File: config.mk
export PLATFORM = sky130hd
export DESIGN_NAME = sha_wb_feeder
export DESIGN_NICKNAME = d
export VERILOG_FILES = /design/src/rtl/sha_wb_pkg.sv /design/src/rtl/sha_wb_single_xfer.sv /design/src/rtl/sha_wb_feeder.sv
export SDC_FILE = /design/constraint.sdc
export NUM_CORES = 1
export LEC_CHECK = 0
export CORE_MARGIN = 3
export CORE_UTILIZATION = 53
export DETAILED_ROUTE_END_ITERATION = 7
export PLACE_DENSITY = 0.86
export RECOVER_POWER = 25
export SETUP_SLACK_MARGIN = 0.02
export SYNTH_ARGS = -nofsm -noshare
export SYNTH_HDL_FRONTEND = slang
export SYNTH_SLANG_ARGS = --single-unit
File: constraint.sdc
create_clock -name CLK_I -period 4 [get_ports CLK_I]
set_input_delay 0.6 -clock CLK_I [delete_from_list [all_inputs] [get_ports CLK_I]]
set_output_delay 0.6 -clock CLK_I [all_outputs]
set_load 0.01 [all_outputs]
File: src/rtl/sha_wb_pkg.sv
// Shared constants and FSM state type for the SHA-256 Wishbone feeder.
package sha_wb_pkg;

   // Register map of the SHA-256 slave
   localparam logic [3:0] ADR_CMD  = 4'h0;
   localparam logic [3:0] ADR_DIN  = 4'h4;
   localparam logic [3:0] ADR_HASH = 4'h8;

   // CMD register bit positions
   localparam int CMD_INIT = 0;
   localparam int CMD_DONE = 1;

   // Value written to CMD to start a new hash (clears done, rewinds hash index)
   localparam logic [31:0] CMD_INIT_WORD = 32'(1) << CMD_INIT;

   // Number of 32-bit words in the digest
   localparam int HASH_WORDS = 8;

   typedef enum logic [2:0] {
      S_IDLE,
      S_CHECK,
      S_INIT,
      S_FEED,
      S_POLL,
      S_RDHASH,
      S_DONE,
      S_ERR
   } state_t;

endpackage

File: src/rtl/sha_wb_single_xfer.sv
// Registered Wishbone classic single-transfer master. A req pulse while idle
// launches one transfer; bus signals are held until ACK or ERR, then STB drops
// and a one-cycle done or err pulse is returned together with the read data.
module sha_wb_single_xfer (
   input  logic        clk_i,
   input  logic        rst_i,
   input  logic        req_i,
   input  logic        we_i,
   input  logic [3:0]  adr_i,
   input  logic [31:0] wdat_i,
   output logic        done_o,
   output logic        err_o,
   output logic [31:0] rdat_o,
   output logic        cyc_o,
   output logic        stb_o,
   output logic        we_o,
   output logic [3:0]  adr_o,
   output logic [31:0] dat_o,
   input  logic        ack_i,
   input  logic        err_i,
   input  logic [31:0] dat_i
);

   logic        stb_q;
   logic        we_q;
   logic [3:0]  adr_q;
   logic [31:0] dat_q;
   logic        done_q;
   logic        err_q;
   logic [31:0] rdat_q;

   // Launch a transfer on req, hold it until the slave terminates it
   always_ff @(posedge clk_i) begin
      if (rst_i) begin
         stb_q  <= 1'b0;
         we_q   <= 1'b0;
         adr_q  <= '0;
         dat_q  <= '0;
         done_q <= 1'b0;
         err_q  <= 1'b0;
      end else begin
         done_q <= 1'b0;
         err_q  <= 1'b0;
         if (stb_q) begin
            if (ack_i || err_i) begin
               stb_q  <= 1'b0;
               done_q <= ack_i && !err_i;
               err_q  <= err_i;
            end
         end else if (req_i) begin
            stb_q <= 1'b1;
            we_q  <= we_i;
            adr_q <= adr_i;
            dat_q <= wdat_i;
         end
      end
   end

   // Capture read data on the acknowledging cycle
   always_ff @(posedge clk_i) begin
      if (stb_q && ack_i) rdat_q <= dat_i;
   end

   assign done_o = done_q;
   assign err_o  = err_q;
   assign rdat_o = rdat_q;
   assign cyc_o  = stb_q;
   assign stb_o  = stb_q;
   assign we_o   = we_q;
   assign adr_o  = adr_q;
   assign dat_o  = dat_q;

endmodule

File: src/rtl/sha_wb_feeder.sv
// Wishbone initiator driving a SHA-256 slave: init, stream a pre-padded
// message to DIN, poll CMD.done, read back the 8-word digest.
module sha_wb_feeder
   import sha_wb_pkg::*;
#(
   parameter int POLL_MAX = 1024,
   parameter int CNT_W    = 16
) (
   input  logic             CLK_I,
   input  logic             RST_I,
   input  logic             start,
   input  logic [CNT_W-1:0] nwords,
   input  logic             din_valid,
   input  logic [31:0]      din,
   output logic             din_ready,
   output logic             busy,
   output logic             hash_valid,
   output logic [255:0]     hash,
   output logic             err,
   output logic             M_CYC_O,
   output logic             M_STB_O,
   output logic             M_WE_O,
   output logic [3:0]       M_ADR_O,
   output logic [31:0]      M_DAT_O,
   output logic [3:0]       M_SEL_O,
   output logic [2:0]       M_CTI_O,
   output logic [1:0]       M_BTE_O,
   output logic             M_LOCK_O,
   input  logic             M_ACK_I,
   input  logic             M_ERR_I,
   input  logic [31:0]      M_DAT_I
);

   // Poll counter must be able to hold POLL_MAX+1
   localparam int             PW       = $clog2(POLL_MAX + 2);
   localparam logic [PW-1:0]  POLL_LIM = PW'(POLL_MAX);
   localparam logic [2:0]     LAST_IDX = 3'(HASH_WORDS - 1);

   state_t           state_q;
   logic [CNT_W-1:0] rem_q;
   logic [CNT_W-1:0] rem_d;
   logic [PW-1:0]    poll_q;
   logic [PW-1:0]    poll_d;
   logic [2:0]       idx_q;
   logic [255:0]     hash_q;
   logic             req_q;
   logic             we_q;
   logic [3:0]       adr_q;
   logic [31:0]      wdat_q;
   logic             wait_q;
   logic             busy_q;
   logic             hv_q;
   logic             err_q;

   logic             x_done;
   logic             x_err;
   logic [31:0]      x_rdat;
   logic             take;

   // Saturating next values for the word and poll counters
   assign rem_d  = (rem_q == '0) ? rem_q : rem_q - CNT_W'(1);
   assign poll_d = (poll_q > POLL_LIM) ? poll_q : poll_q + PW'(1);

   // Accept a stream word only while no bus transfer is outstanding
   assign din_ready = (state_q == S_FEED) && !wait_q && (rem_q != '0);
   assign take      = din_ready && din_valid;

   // Control FSM; issues bus requests as one-cycle req pulses
   always_ff @(posedge CLK_I) begin
      if (RST_I) begin
         state_q <= S_IDLE;
         rem_q   <= '0;
         poll_q  <= '0;
         idx_q   <= '0;
         hash_q  <= '0;
         req_q   <= 1'b0;
         we_q    <= 1'b0;
         adr_q   <= '0;
         wdat_q  <= '0;
         wait_q  <= 1'b0;
         busy_q  <= 1'b0;
         hv_q    <= 1'b0;
         err_q   <= 1'b0;
      end else begin
         req_q <= 1'b0;
         hv_q  <= 1'b0;
         err_q <= 1'b0;
         if (x_done) wait_q <= 1'b0;
         if (x_err) begin
            wait_q  <= 1'b0;
            err_q   <= 1'b1;
            state_q <= S_ERR;
         end else begin
            case (state_q)
               S_IDLE: begin
                  if (start) begin
                     rem_q   <= nwords;
                     busy_q  <= 1'b1;
                     state_q <= S_CHECK;
                  end
               end
               S_CHECK: begin
                  if (rem_q == '0 || rem_q[3:0] != 4'h0) begin
                     err_q   <= 1'b1;
                     state_q <= S_ERR;
                  end else begin
                     req_q   <= 1'b1;
                     we_q    <= 1'b1;
                     adr_q   <= ADR_CMD;
                     wdat_q  <= CMD_INIT_WORD;
                     wait_q  <= 1'b1;
                     state_q <= S_INIT;
                  end
               end
               S_INIT: begin
                  if (x_done) state_q <= S_FEED;
               end
               S_FEED: begin
                  if (take) begin
                     req_q  <= 1'b1;
                     we_q   <= 1'b1;
                     adr_q  <= ADR_DIN;
                     wdat_q <= din;
                     wait_q <= 1'b1;
                     rem_q  <= rem_d;
                  end else if (x_done && rem_q == '0) begin
                     req_q   <= 1'b1;
                     we_q    <= 1'b0;
                     adr_q   <= ADR_CMD;
                     wait_q  <= 1'b1;
                     poll_q  <= '0;
                     state_q <= S_POLL;
                  end
               end
               S_POLL: begin
                  if (x_done) begin
                     if (x_rdat[CMD_DONE]) begin
                        req_q   <= 1'b1;
                        we_q    <= 1'b0;
                        adr_q   <= ADR_HASH;
                        wait_q  <= 1'b1;
                        idx_q   <= '0;
                        state_q <= S_RDHASH;
                     end else if (poll_d > POLL_LIM) begin
                        poll_q  <= poll_d;
                        err_q   <= 1'b1;
                        state_q <= S_ERR;
                     end else begin
                        poll_q <= poll_d;
                        req_q  <= 1'b1;
                        we_q   <= 1'b0;
                        adr_q  <= ADR_CMD;
                        wait_q <= 1'b1;
                     end
                  end
               end
               S_RDHASH: begin
                  if (x_done) begin
                     hash_q[{LAST_IDX - idx_q, 5'd0} +: 32] <= x_rdat;
                     if (idx_q == LAST_IDX) begin
                        hv_q    <= 1'b1;
                        state_q <= S_DONE;
                     end else begin
                        idx_q  <= idx_q + 3'd1;
                        req_q  <= 1'b1;
                        we_q   <= 1'b0;
                        adr_q  <= ADR_HASH;
                        wait_q <= 1'b1;
                     end
                  end
               end
               S_DONE: begin
                  busy_q  <= 1'b0;
                  state_q <= S_IDLE;
               end
               S_ERR: begin
                  busy_q  <= 1'b0;
                  state_q <= S_IDLE;
               end
               default: state_q <= S_IDLE;
            endcase
         end
      end
   end

   sha_wb_single_xfer u_xfer (
      .clk_i  (CLK_I),
      .rst_i  (RST_I),
      .req_i  (req_q),
      .we_i   (we_q),
      .adr_i  (adr_q),
      .wdat_i (wdat_q),
      .done_o (x_done),
      .err_o  (x_err),
      .rdat_o (x_rdat),
      .cyc_o  (M_CYC_O),
      .stb_o  (M_STB_O),
      .we_o   (M_WE_O),
      .adr_o  (M_ADR_O),
      .dat_o  (M_DAT_O),
      .ack_i  (M_ACK_I),
      .err_i  (M_ERR_I),
      .dat_i  (M_DAT_I)
   );

   assign busy       = busy_q;
   assign hash_valid = hv_q;
   assign hash       = hash_q;
   assign err        = err_q;
   assign M_SEL_O    = 4'hF;
   assign M_CTI_O    = 3'b000;
   assign M_BTE_O    = 2'b00;
   assign M_LOCK_O   = 1'b0;

endmodule

==> results.cfg <==
[timing]
clock_skew_ns = 0.0177
rsz0062_at_grt = no
setup_ws_ns = 0.622
setup_viol = 0
finalSetupTns_ns = 0
maxSlewViolCount = 164
fin_crit_sh_pct = 84.5
worst_pin_slew_ns = 2.88
relSlewSlack_pct = -92.1
max_freq_mhz = 296
period_minus_slack_ns = 3.38
fin_hold_ws_ns = 0.448
hold_viol = 0

[cells_and_area]
layout-drive-gt1-share_pct = 5.41
nets = 2238
fin_util_pct = 72.8
fin_area_um2 = 20400
area_growth_pct = 34.1
layoutNonFillerInstCount = 2560

[grt]
grt_pass1_vias = 14200
antenna_found_initial = 2
grt_max_degree = 133
grt_pass1_wl_mm = 78.8
track_usage_pct = 31.8
overflow = 0

[logic_synthesis]
yosysTopAreaCell = dfxtp_1
synth_most_common_cell = nand2_1
synth_flop_cell = dfxtp_1
synth-seq-cells = 399
synth_commonest_cells = 499 x nand2_1, 367 x dfxtp_1, 335 x a21oi_1, 146 x nand3_1, 141 x clkbuf_1
synth.distinct_cells = 59
syn_area_per_cell_um2 = 8.13
yosysSeqAreaShare_pct = 54.5
yosys-top-cells-area = dfxtp_1 48%, nand2_1 12%, a21oi_1 11%
synth_top_area_share_pct = 48.2
synth_warnings = 0
ys_async_sr_fraction_pct = 0
syn_area_um2 = 15300
synth_edf_count = 32
syn-instance-count = 1877

[drt]
routed_wl_mm = 52.1
ant_nets = 0
wl_per_cell_um = 20.3
dr.pass1.iters = 6
drt_iter0_drc = 1447
via_per_inst = 5.84
drcViolationCount = 0
vias = 15000

[run]
drv_cap = 2

[run_status]
violations = capacitance limit, slew limit
outcome = finished, violations left

[setup_path]
end_kind = output pin
worstPathArrival_ns = 2.78
critPathKind = register to output pin
cp_cell_sequence = or4_4 > or4_4 > nor2_1 > nor3_1 > clkdlybuf4s50_1
path_buf_inv = 1
cp.required_ns = 3.40
crit_path_max_incr_delay_ns = 0.60
cp_max_fo = 7
start_kind = register
path_delay_family = simple AND/OR/NAND/NOR gates
slowest_stage = or4_4
crit_top_cell = or4_4

[pwr]
p_per_area_nw_per_um2 = 451
p_leak_nw = 7.00
vdd_drop_max_v = 0.000376
p_total_mw = 9.23

[clocking]
h-tree-depth = 2
cts-resized-gates = 0
hold_buffers = 0
cts_buffer_depth = 3
post_cts_buffers = 0
cts-buffers-inserted = 41
clockRootBuffer = clkbuf_16
cts_tree = built
numClockSinks = 399
clock_latency_ns = 0.53
clk_pin_slew_worst_paths_ns = 0.06

[placed_design]
dp_slack_ns = 1.03
io_buffers = 382
placed_area_um2 = 19100
gp_congestion = 0.940
dp_hpwl_mm = 33.6
placed_cells = 2482

[die]
row_count = 61
initial_core_util_pct = 54.3
core_area_um2 = 28100
io_pins = 395
die_x_um = 176
die_h_um = 176
die_area_um2 = 30800

[worst_hold_path]
hp-class = register to register
==> tightest hold or removal path, stage by stage, from the launching register on <==
cell     delay [ns]
dfxtp_1        0.30
nand2_1        0.05
a21oi_1        0.05
==> logic make-up after synthesis <==
family	Yosys count	synth area share, %
flip-flops	399	54.5
AND/OR/NAND/NOR	820	23.0
multiplexers	3	0.197
XOR/XNOR	4	0.230
other	2	0.0492
buffers and inverters	203	5.65
AO/OA/AOI/OAI	441	16.0
adder cells (fa/ha/maj)	5	0.410
==> final timing paths <==
kind	cells after the start	slack, ns	end	start
setup / recovery	5	0.62	din_ready	rem_q[7]
hold / removal	2	0.45	hash[118]	hash[118]
setup reg to reg	1	0.95	u_xfer.rdat_o[23]	u_xfer.cyc_o
hold reg to reg	2	0.45	hash[118]	hash[118]
==> power breakdown <==
group	internal [mW]	leakage (nW)	switching, mW	total (mW)
logic	0.390	3.07	0.700	1.09
clock network	2.29	0.692	1.57	3.86
registers	4.13	3.25	0.148	4.28
==> flip-flops by register name, indices dropped and copies added (netlist names), 2 cells and up <==
name	count
hash	256
u_xfer.dat_o	32
u_xfer.rdat_o	32
wdat_q	32
rem_q	16
poll_q	11
idx_q	3
state_q	3
adr_q	2
u_xfer.adr_o	2
==> cells in the final DEF, fill, tap and decap left out, drive strengths merged, types with 4 or more instances in the layout <==
cell	n
nand2	499
dfxtp	367
a21oi	335
clkdlybuf4s50	270
nand3	146
dlygate4sd3	111
nor2	86
clkbuf	62
a22oi	32
edfxtp	32
nor3	27
o21ai	26
buf	25
inv	14
conb	12
clkinv	11
nor2b	8
or3	7
or4	7
nand4	6
a21o	6
a31oi	6
nor3b	6
a211oi	5
ha	5
nor4	5
nand2b	4
nand3b	4
a311oi	4
==> metal layers <==
metal | share of wire (%) | global-route usage [%]
met5 | 0 | 0
met1 | 36 | 38.1
met4 | 5.0 | 14.6
met3 | 11 | 8.30
met2 | 47 | 53.7
==> cell type report <==
type	instances	area [um^2]
clock inverter	15	120
inverter	13	48.8
antenna	2	5.00
fill	2060	7640
clock buffer	61	1280
multi-input combinational	1285	6180
sequential	399	8310
timing repair buffer	407	4030
tap	378	473
Power figures use the tool's default switching activity.
